**config.mk**
```make
export PLATFORM = sky130hd
export DESIGN_NAME = uart_rx_fifo
export DESIGN_NICKNAME = d
export VERILOG_FILES = /design/src/rtl/uart_pkg.sv /design/src/rtl/rise_detect.sv /design/src/rtl/uart_rx_fifo.sv
export SDC_FILE = /design/constraint.sdc
export NUM_CORES = 1
export LEC_CHECK = 0
export ABC_AREA = 1
export CAP_MARGIN = 20
export CELL_PAD_IN_SITES_DETAIL_PLACEMENT = 1
export CELL_PAD_IN_SITES_GLOBAL_PLACEMENT = 2
export CORE_AREA = 4 4 118 120
export CTS_BUF_LIST = sky130_fd_sc_hd__clkbuf_8 sky130_fd_sc_hd__clkbuf_16
export DETAILED_ROUTE_END_ITERATION = 16
export DIE_AREA = 0 0 122 124
export PLACE_DENSITY = 0.75
export SLEW_MARGIN = 30
export SYNTH_ARGS = -nofsm -noshare
export SYNTH_HDL_FRONTEND = slang
export SYNTH_SLANG_ARGS = --single-unit
```
**constraint.sdc**
```tcl
create_clock -name clk -period 2.05 [get_ports clk]
set_clock_uncertainty 0.15 [all_clocks]
set_input_delay 0.615 -clock clk [delete_from_list [all_inputs] [get_ports clk]]
set_output_delay 0.615 -clock clk [all_outputs]
set_load 0.1 [all_outputs]
```
**src/rtl/uart_pkg.sv**
```systemverilog
// rtl/uart_pkg.sv - shared types and helpers for the UART receive path
package uart_pkg;

    localparam int UART_DATA_W = 8;

    // One received character plus the line-error flags captured with it.
    typedef struct packed {
        logic                   perror;
        logic                   ferror;
        logic [UART_DATA_W-1:0] data;
    } rx_entry_t;

    // Ceiling log2 used for elaboration-time parameter checking.
    function automatic int clog2(input int value);
        int r;
        int v;
        r = 0;
        v = value - 1;
        while (v > 0) begin
            r++;
            v = v >> 1;
        end
        return r;
    endfunction

endpackage

```
**src/rtl/rise_detect.sv**
```systemverilog
// rtl/rise_detect.sv - 1-bit rising-edge detector
//
// Ports:
//   clk   : clock
//   rst_n : asynchronous active-low reset
//   d     : level input
//   rise  : high for the cycle in which d is 1 and was 0 on the previous edge
//
// The history register resets to 0, so a level that is already high when
// reset releases is reported as a rising edge on the first cycle.
module rise_detect (
    input  logic clk,
    input  logic rst_n,
    input  logic d,
    output logic rise
);

    logic d_q;

    always_ff @(posedge clk or negedge rst_n) begin
        if (!rst_n) begin
            d_q <= 1'b0;
        end else begin
            d_q <= d;
        end
    end

    assign rise = d & ~d_q;

endmodule

```
**src/rtl/uart_rx_fifo.sv**
```systemverilog
// rtl/uart_rx_fifo.sv - first-word-fall-through FIFO behind the UART receiver
//
// Ports:
//   clk, reset             : clock, asynchronous active-low reset
//   Rx_DATA/VALID/FERROR/PERROR : receiver outputs; one push per VALID rising edge
//   rd_en                  : pop the head entry (ignored while empty)
//   clr_ovf                : clear sticky overflow (and err_cnt when present)
//   rd_data/ferror/perror  : head entry, read combinationally from storage
//   rd_valid, full, count  : occupancy status (registered)
//   overflow               : sticky, a push was lost because the FIFO was full
//   err_cnt                : only with UART_RX_FIFO_DROP_ERR_EN; saturating count
//                            of bytes discarded for frame/parity errors
//
// Build option: define UART_RX_FIFO_DROP_ERR_EN to discard errored bytes
// instead of storing them.
module uart_rx_fifo
    import uart_pkg::*;
#(
    parameter int DEPTH = 8,
    parameter int PTR_W = 3
) (
    input  logic                   clk,
    input  logic                   reset,
    input  logic [UART_DATA_W-1:0] Rx_DATA,
    input  logic                   Rx_VALID,
    input  logic                   Rx_FERROR,
    input  logic                   Rx_PERROR,
    input  logic                   rd_en,
    input  logic                   clr_ovf,
    output logic [UART_DATA_W-1:0] rd_data,
    output logic                   rd_ferror,
    output logic                   rd_perror,
    output logic                   rd_valid,
    output logic                   full,
    output logic                   overflow,
    output logic [PTR_W:0]         count
`ifdef UART_RX_FIFO_DROP_ERR_EN
    ,
    output logic [7:0]             err_cnt
`endif
);

    if (PTR_W != clog2(DEPTH) || DEPTH < 2 || DEPTH > 64 || (DEPTH & (DEPTH - 1)) != 0) begin : g_bad_cfg
        $error("uart_rx_fifo: DEPTH must be a power of two in 2..64 and PTR_W = log2(DEPTH)");
    end

    localparam logic [PTR_W:0] FULL_CNT = (PTR_W + 1)'(DEPTH);

    rx_entry_t      mem [DEPTH];
    rx_entry_t      head;
    logic [PTR_W-1:0] wr_ptr;
    logic [PTR_W-1:0] rd_ptr;
    logic [PTR_W:0] count_nxt;
    logic           push;
    logic           push_ok;
    logic           do_pop;
    logic           wr_fire;
    logic           ovf_set;

    rise_detect u_valid_rise (
        .clk   (clk),
        .rst_n (reset),
        .d     (Rx_VALID),
        .rise  (push)
    );

`ifdef UART_RX_FIFO_DROP_ERR_EN
    logic drop_err;
    assign drop_err = push & (Rx_FERROR | Rx_PERROR);
    assign push_ok  = push & ~drop_err;
`else
    assign push_ok  = push;
`endif

    assign do_pop  = rd_en & rd_valid;
    // A pop in the same cycle frees the slot, so a full FIFO still accepts.
    assign wr_fire = push_ok & (~full | do_pop);
    assign ovf_set = push_ok & full & ~do_pop;

    assign count_nxt = count + {{PTR_W{1'b0}}, wr_fire} - {{PTR_W{1'b0}}, do_pop};

    always_ff @(posedge clk or negedge reset) begin
        if (!reset) begin
            wr_ptr   <= '0;
            rd_ptr   <= '0;
            count    <= '0;
            rd_valid <= 1'b0;
            full     <= 1'b0;
            overflow <= 1'b0;
        end else begin
            if (wr_fire) begin
                wr_ptr <= wr_ptr + 1'b1;
            end
            if (do_pop) begin
                rd_ptr <= rd_ptr + 1'b1;
            end
            count    <= count_nxt;
            rd_valid <= (count_nxt != '0);
            full     <= (count_nxt == FULL_CNT);
            // Set has priority over clear so a loss is never hidden.
            if (ovf_set) begin
                overflow <= 1'b1;
            end else if (clr_ovf) begin
                overflow <= 1'b0;
            end
        end
    end

    // Storage is intentionally left uninitialised by reset.
    always_ff @(posedge clk) begin
        if (wr_fire) begin
            mem[wr_ptr] <= '{perror: Rx_PERROR, ferror: Rx_FERROR, data: Rx_DATA};
        end
    end

    assign head    = mem[rd_ptr];
    assign rd_data = head.data;

`ifdef UART_RX_FIFO_DROP_ERR_EN
    logic unused_head_flags;
    assign unused_head_flags = head.perror ^ head.ferror;
    assign rd_ferror = 1'b0;
    assign rd_perror = 1'b0;

    always_ff @(posedge clk or negedge reset) begin
        if (!reset) begin
            err_cnt <= '0;
        end else if (clr_ovf) begin
            err_cnt <= '0;
        end else if (drop_err && err_cnt != 8'hFF) begin
            err_cnt <= err_cnt + 8'd1;
        end
    end
`else
    assign rd_ferror = head.ferror;
    assign rd_perror = head.perror;
`endif

endmodule

```
# After elaboration in Yosys (flattened, before gate mapping)
# Memory sizes are Yosys's and may differ from the RTL's.
# Cells that the tools add are included.
[word_totals]
ff_bits = 14
mem_count = 1
mem_bits_rw = 80
inputBits = 15
elab_cells = 28
[op_classes]
reduce_logical = 2
mux = 4
eq_ne = 1
addsub = 4
n_bitwise = 9
[mem_list]
columns = ["name", "words", "width", "read_ports", "rd_ports_with_merged_regs", "wr", "line_no", "source"]
rows = [
  ["mem", 8, 10, 1, 0, 1, "uart_rx_fifo.sv:49", "rx_entry_t mem [DEPTH];"],
]
[op_table]
columns = ["cell", "count"]
rows = [
  ["adder 3 x 1 -> 3 bit (second input constant)", 2],
  ["bitwise AND 1 bit", 5],
  ["adder 4 x 1 -> 4 bit", 1],
  ["equality test 4 bit (second input constant)", 1],
  ["2-to-1 mux 1 bit", 4],
  ["nonzero test 4 bit", 1],
  ["subtractor 4 x 1 -> 4 bit", 1],
  ["inverter 1 bit", 3],
  ["nonzero test 2 bit", 1],
  ["OR 1 bit", 1],
]

# Longest topological paths before layout
[logic_depth]
depth_word = 6
mapped_depth = 12
depth_no_buf = 12

# By module
# From an unflattened synthesis, not the netlist that was laid out.
[unflattened]
hier_cells = 436
hier_area_um2 = 4295.4
[modules_own_cells]
columns = ["module", "cells_per_inst", "n_inst", "seq_area_each_um2", "area_per_inst_um2"]
rows = [
  ["uart_rx_fifo", 433, 1, 2727.6, 4260.3],
  ["rise_detect", 3, 1, 25.0, 35.0],
]

# Worst setup path after synthesis
# Ideal clock, no wire load.
[synth_timing]
path_kind = "reg-to-reg"
startpoint = "reg rd_valid"
endpoint = "reg rd_valid"
arrival_ps = 2519
n_path_buf = 0
path_stages_with_launch = 12
required_ps = 1776
setup_slack_ps = -743
cell_sequence = "dfrtp_1 nand2_2 nand2_1 nand2_2 ha_1 inv_1 ha_1 inv_1 fa_1 inv_1 nor3_1 nand2_1"
[synth_between]
elab_chain_len = 6
[synth_rtl]
columns = ["element", "line_no", "source"]
rows = [
  ["start: declaration", "uart_rx_fifo.sv:33", "output logic rd_valid,"],
  ["start signal: assignment", "uart_rx_fifo.sv:98", "rd_valid <= (count_nxt != '0);"],
  ["bitwise AND 1 bit *", "uart_rx_fifo.sv:75", "assign do_pop = rd_en & rd_valid;"],
  ["OR 1 bit", "uart_rx_fifo.sv:77", "assign wr_fire = push_ok & (~full | do_pop);"],
  ["bitwise AND 1 bit", "uart_rx_fifo.sv:77", ""],
  ["adder 4 x 1 -> 4 bit", "uart_rx_fifo.sv:80", "assign count_nxt = count + {{PTR_W{1'b0}}, wr_fire} - {{PTR_W{1'b0}}, do_pop};"],
  ["subtractor 4 x 1 -> 4 bit *", "uart_rx_fifo.sv:80", ""],
  ["named net count_nxt[1]", "uart_rx_fifo.sv:53", "logic [PTR_W:0] count_nxt;"],
  ["nonzero test 4 bit *", "uart_rx_fifo.sv:98", ""],
]
# The timed path passes the listed nets; every way through them passes the cells marked *.
# A chain may end at the register's enable or synchronous reset.

# Worst setup path in the final report
[layout_timing]
startpoint = "reg rd_ptr[0]"
endpoint = "out rd_data[0]"
[layout_between]
elab_chain_len = 1
[layout_rtl]
columns = ["element", "line_no", "source"]
rows = [
  ["start: declaration", "uart_rx_fifo.sv:52", "logic [PTR_W-1:0] rd_ptr;"],
  ["start signal: assignment", "uart_rx_fifo.sv:95", "rd_ptr <= rd_ptr + 1'b1;"],
  ["memory (8 x 10 bit)", "-", ""],
  ["end: declaration", "uart_rx_fifo.sv:30", "output logic [UART_DATA_W-1:0] rd_data,"],
]
# No other way between the ends.

==> out/results.txt <==
Hold WC Path Type: input pin to flip-flop
Critical path startpoint: rd_ptr[0]
Placer Congestion: 0.742
Outcome: complete, but fails checks
Finished Core Util: 0.454
TritonCTS clock tree: yes
CTS Hold Bufs: 0
Die Y-Extent: 124 um
Final hold slack: 338 ps
# clock sinks: 94
Number of max-cap violations: 0
Reg2reg path depth: 11
Die outline area: 0.0151 sq mm
Startpoint Class: flip-flop
Warnings from Yosys: 0
Clk_lat worst skew: 350 ps
Num rows: 42
Power Density: 1670 mW/mm^2
Fmax: 409 MHz
DRC: 0
Pins Over Slew Limit: 0
Final hold vios: 0
Maximum net fanout on the critical path: 8
GRT Residual Overflow: 0
Slowest cell delay on critical path: 500 ps
Fraction of layout instances using a drive strength above 1: 0.294
DIE WIDTH: 122 um
ANT nets after route: 0
R2R setup slack: -110 ps
Crit-path cells: inv_8, clkbuf_16, nand2_2, nand3_2, nand2_1, nand2_1, nand2_2, buf_12
Rel. slew slack: 0.768
Sequential-to-total area share from yosys stat: 0.638
Mean post-synth cell area: 9.85 sq um
Vias in the first global route: 3,250
Layout Area Growth over Synthesis: 36.5%
HPWL after detailed placement: 7190 um
Critical path type: flip-flop to primary output
Post-Place Worst Slack: -915 ps
Crit-path slowest cell: dfrtp_2
Post-synthesis cell area: 0.00431 sq mm
Reg2reg end: rd_valid
Largest net degree at the start of global routing: 21
Final worst slack: -393 ps
Critical Path End Type: primary output
Reg clk slew, reported paths: 60 ps
Post-Route WL: 11,200 um
I/O pins: 32
Leak: 2.64 nW
Clock buffer depth: 2
IO buf count: 31
Starting density of the core: 0.332
Failing checks: negative setup slack
TritonCTS buffer count: 9
First-pass DRT Iterations: 4
N_diodes: 0
Slew @ Worst Pin: 347 ps
Final worst-path cycle share: 1.19
RR Startpoint: rd_valid
Antenna violations before repair: 0
CORE AREA: 0.0130 sq mm
Most frequent cells in the layout: nand2_1, inv_1, edfxtp_1
CP endpoint: rd_data[0]
Synth Net Count: 460
CTS H-tree lvls: 3
Fin nets: 528
Root Buffer: clkbuf_16
CP Buf/Inv Count: 3
First-pass GRT wire length: 17,300 um
Routed vias/inst: 4.49
Via count: 3,082
Minimum clock period: 2440 ps
Iter 0 DRT Violations: 104
Commonest non-fill, non-tap cell in the layout: nand2_1
Top Family by Delay on Critical Path: flip-flops
RSZ-0062 raised after global routing: yes
Critical Path AT: 1680 ps
Post-Syn Instances: 438
Stages on the worst setup path: 8
HP Start: Rx_VALID
Fillers: 1,415
Total Routing Usage GR: 0.156
DR WL/cell: 16.3 um
Cell variety after synth: 22
VDD IR max: 1.15 mV
Register bit count reported by yosys: 94
Final setup fails: 12
CP Data Required Time: 1280 ps
routing by layer:
metal	up-vias	global-route usage	wire length, um
met5	-	0	0
met4	0	0.0714	234
met3	13	0.0259	297
met2	49	0.275	5720
met1	1533	0.188	4920
li1	1487	-	-
metrics by stage:
step | std cells | cell area, sq um | TNS (ps) | power, mW
2_1_floorplan | 438 | 4390 | -681 | 5.89
3_3_place_gp | 662 | 5330 | -38760 | 7.72
3_5_place_dp | 662 | 5330 | -43930 | 7.81
4_1_cts | 681 | 5670 | -3660 | 9.58
5_1_grt | 686 | 5890 | -4870 | 10.4
6_report | 686 | 5890 | -3820 | 9.85
cell families after synthesis:
logic type / share of synthesized area
buf+inv: 0.116
fa+ha+maj: 0.0220
compound gates: 0.00348
xor+xnor: 0.00609
simple gates: 0.214
flops: 0.638
state kept, by name, summed over array words and instances (netlist names):
register	count
rd_ptr	3
u_valid_rise.d_q	1
count	4
wr_ptr	3
full	1
rd_valid	1
mem	80
overflow	1
Yosys cell counts:
master | count | area, sq um
buf_2 | 6 | 30.0
buf_4 | 3 | 22.5
buf_6 | 5 | 56.3
buf_8 | 1 | 15.0
dfrtp_1 | 14 | 350
edfxtp_1 | 80 | 2400
fa_1 | 1 | 20.0
ha_1 | 6 | 75.1
inv_1 | 98 | 368
inv_6 | 1 | 8.76
nand2_1 | 145 | 544
nand2_2 | 12 | 75.1
nand2b_1 | 1 | 6.26
nand3_1 | 44 | 220
nor2_1 | 7 | 26.3
nor2_2 | 5 | 31.3
nor3_1 | 1 | 5.00
o21ai_0 | 3 | 15.0
or2_2 | 1 | 6.26
or2_4 | 1 | 8.76
xnor2_1 | 1 | 8.76
xor2_1 | 2 | 17.5
worst min-delay path by stage:
stage	to	slack, ps	cells after the start
final	u_valid_rise.d_q	340	1
after global routing	u_valid_rise.d_q	330	1
after CTS	u_valid_rise.d_q	320	1
after detailed placement	wr_ptr[2]	370	2
after global placement	wr_ptr[2]	350	2
after floorplan	count[0]	170	0
what timing repair did:
| item | CTS | global route |
|---|---|---|
| gates cloned | 0 | 3 |
| setup endpoints to repair | 95 | 89 |
| pin swaps | 9 | 19 |
| resized for setup | 14 | 37 |
| endpoints found under the hold margin | 0 | 0 |
| buffers inserted | 4 | 2 |
area by class of cell:
| cell class | instances | area, sq um | share of cell area |
|---|---|---|---|
| clock inverters | 6 | 53.8 | 0.00914 |
| repair buffers | 72 | 990 | 0.168 |
| well taps | 176 | 220 | 0.0374 |
| clock buffers | 9 | 225 | 0.0383 |
| flip-flops and latches | 94 | 2760 | 0.470 |
| inverters | 99 | 382 | 0.0648 |
| multi-input cells | 230 | 1250 | 0.213 |
report_power, final:
group | switching (mW) | internal [mW]
Sequential | 0.179 | 2.30
Clock | 0.688 | 0.923
Combinational | 3.62 | 2.14
Total | 4.49 | 5.36
Power figures use the tool's default switching activity.
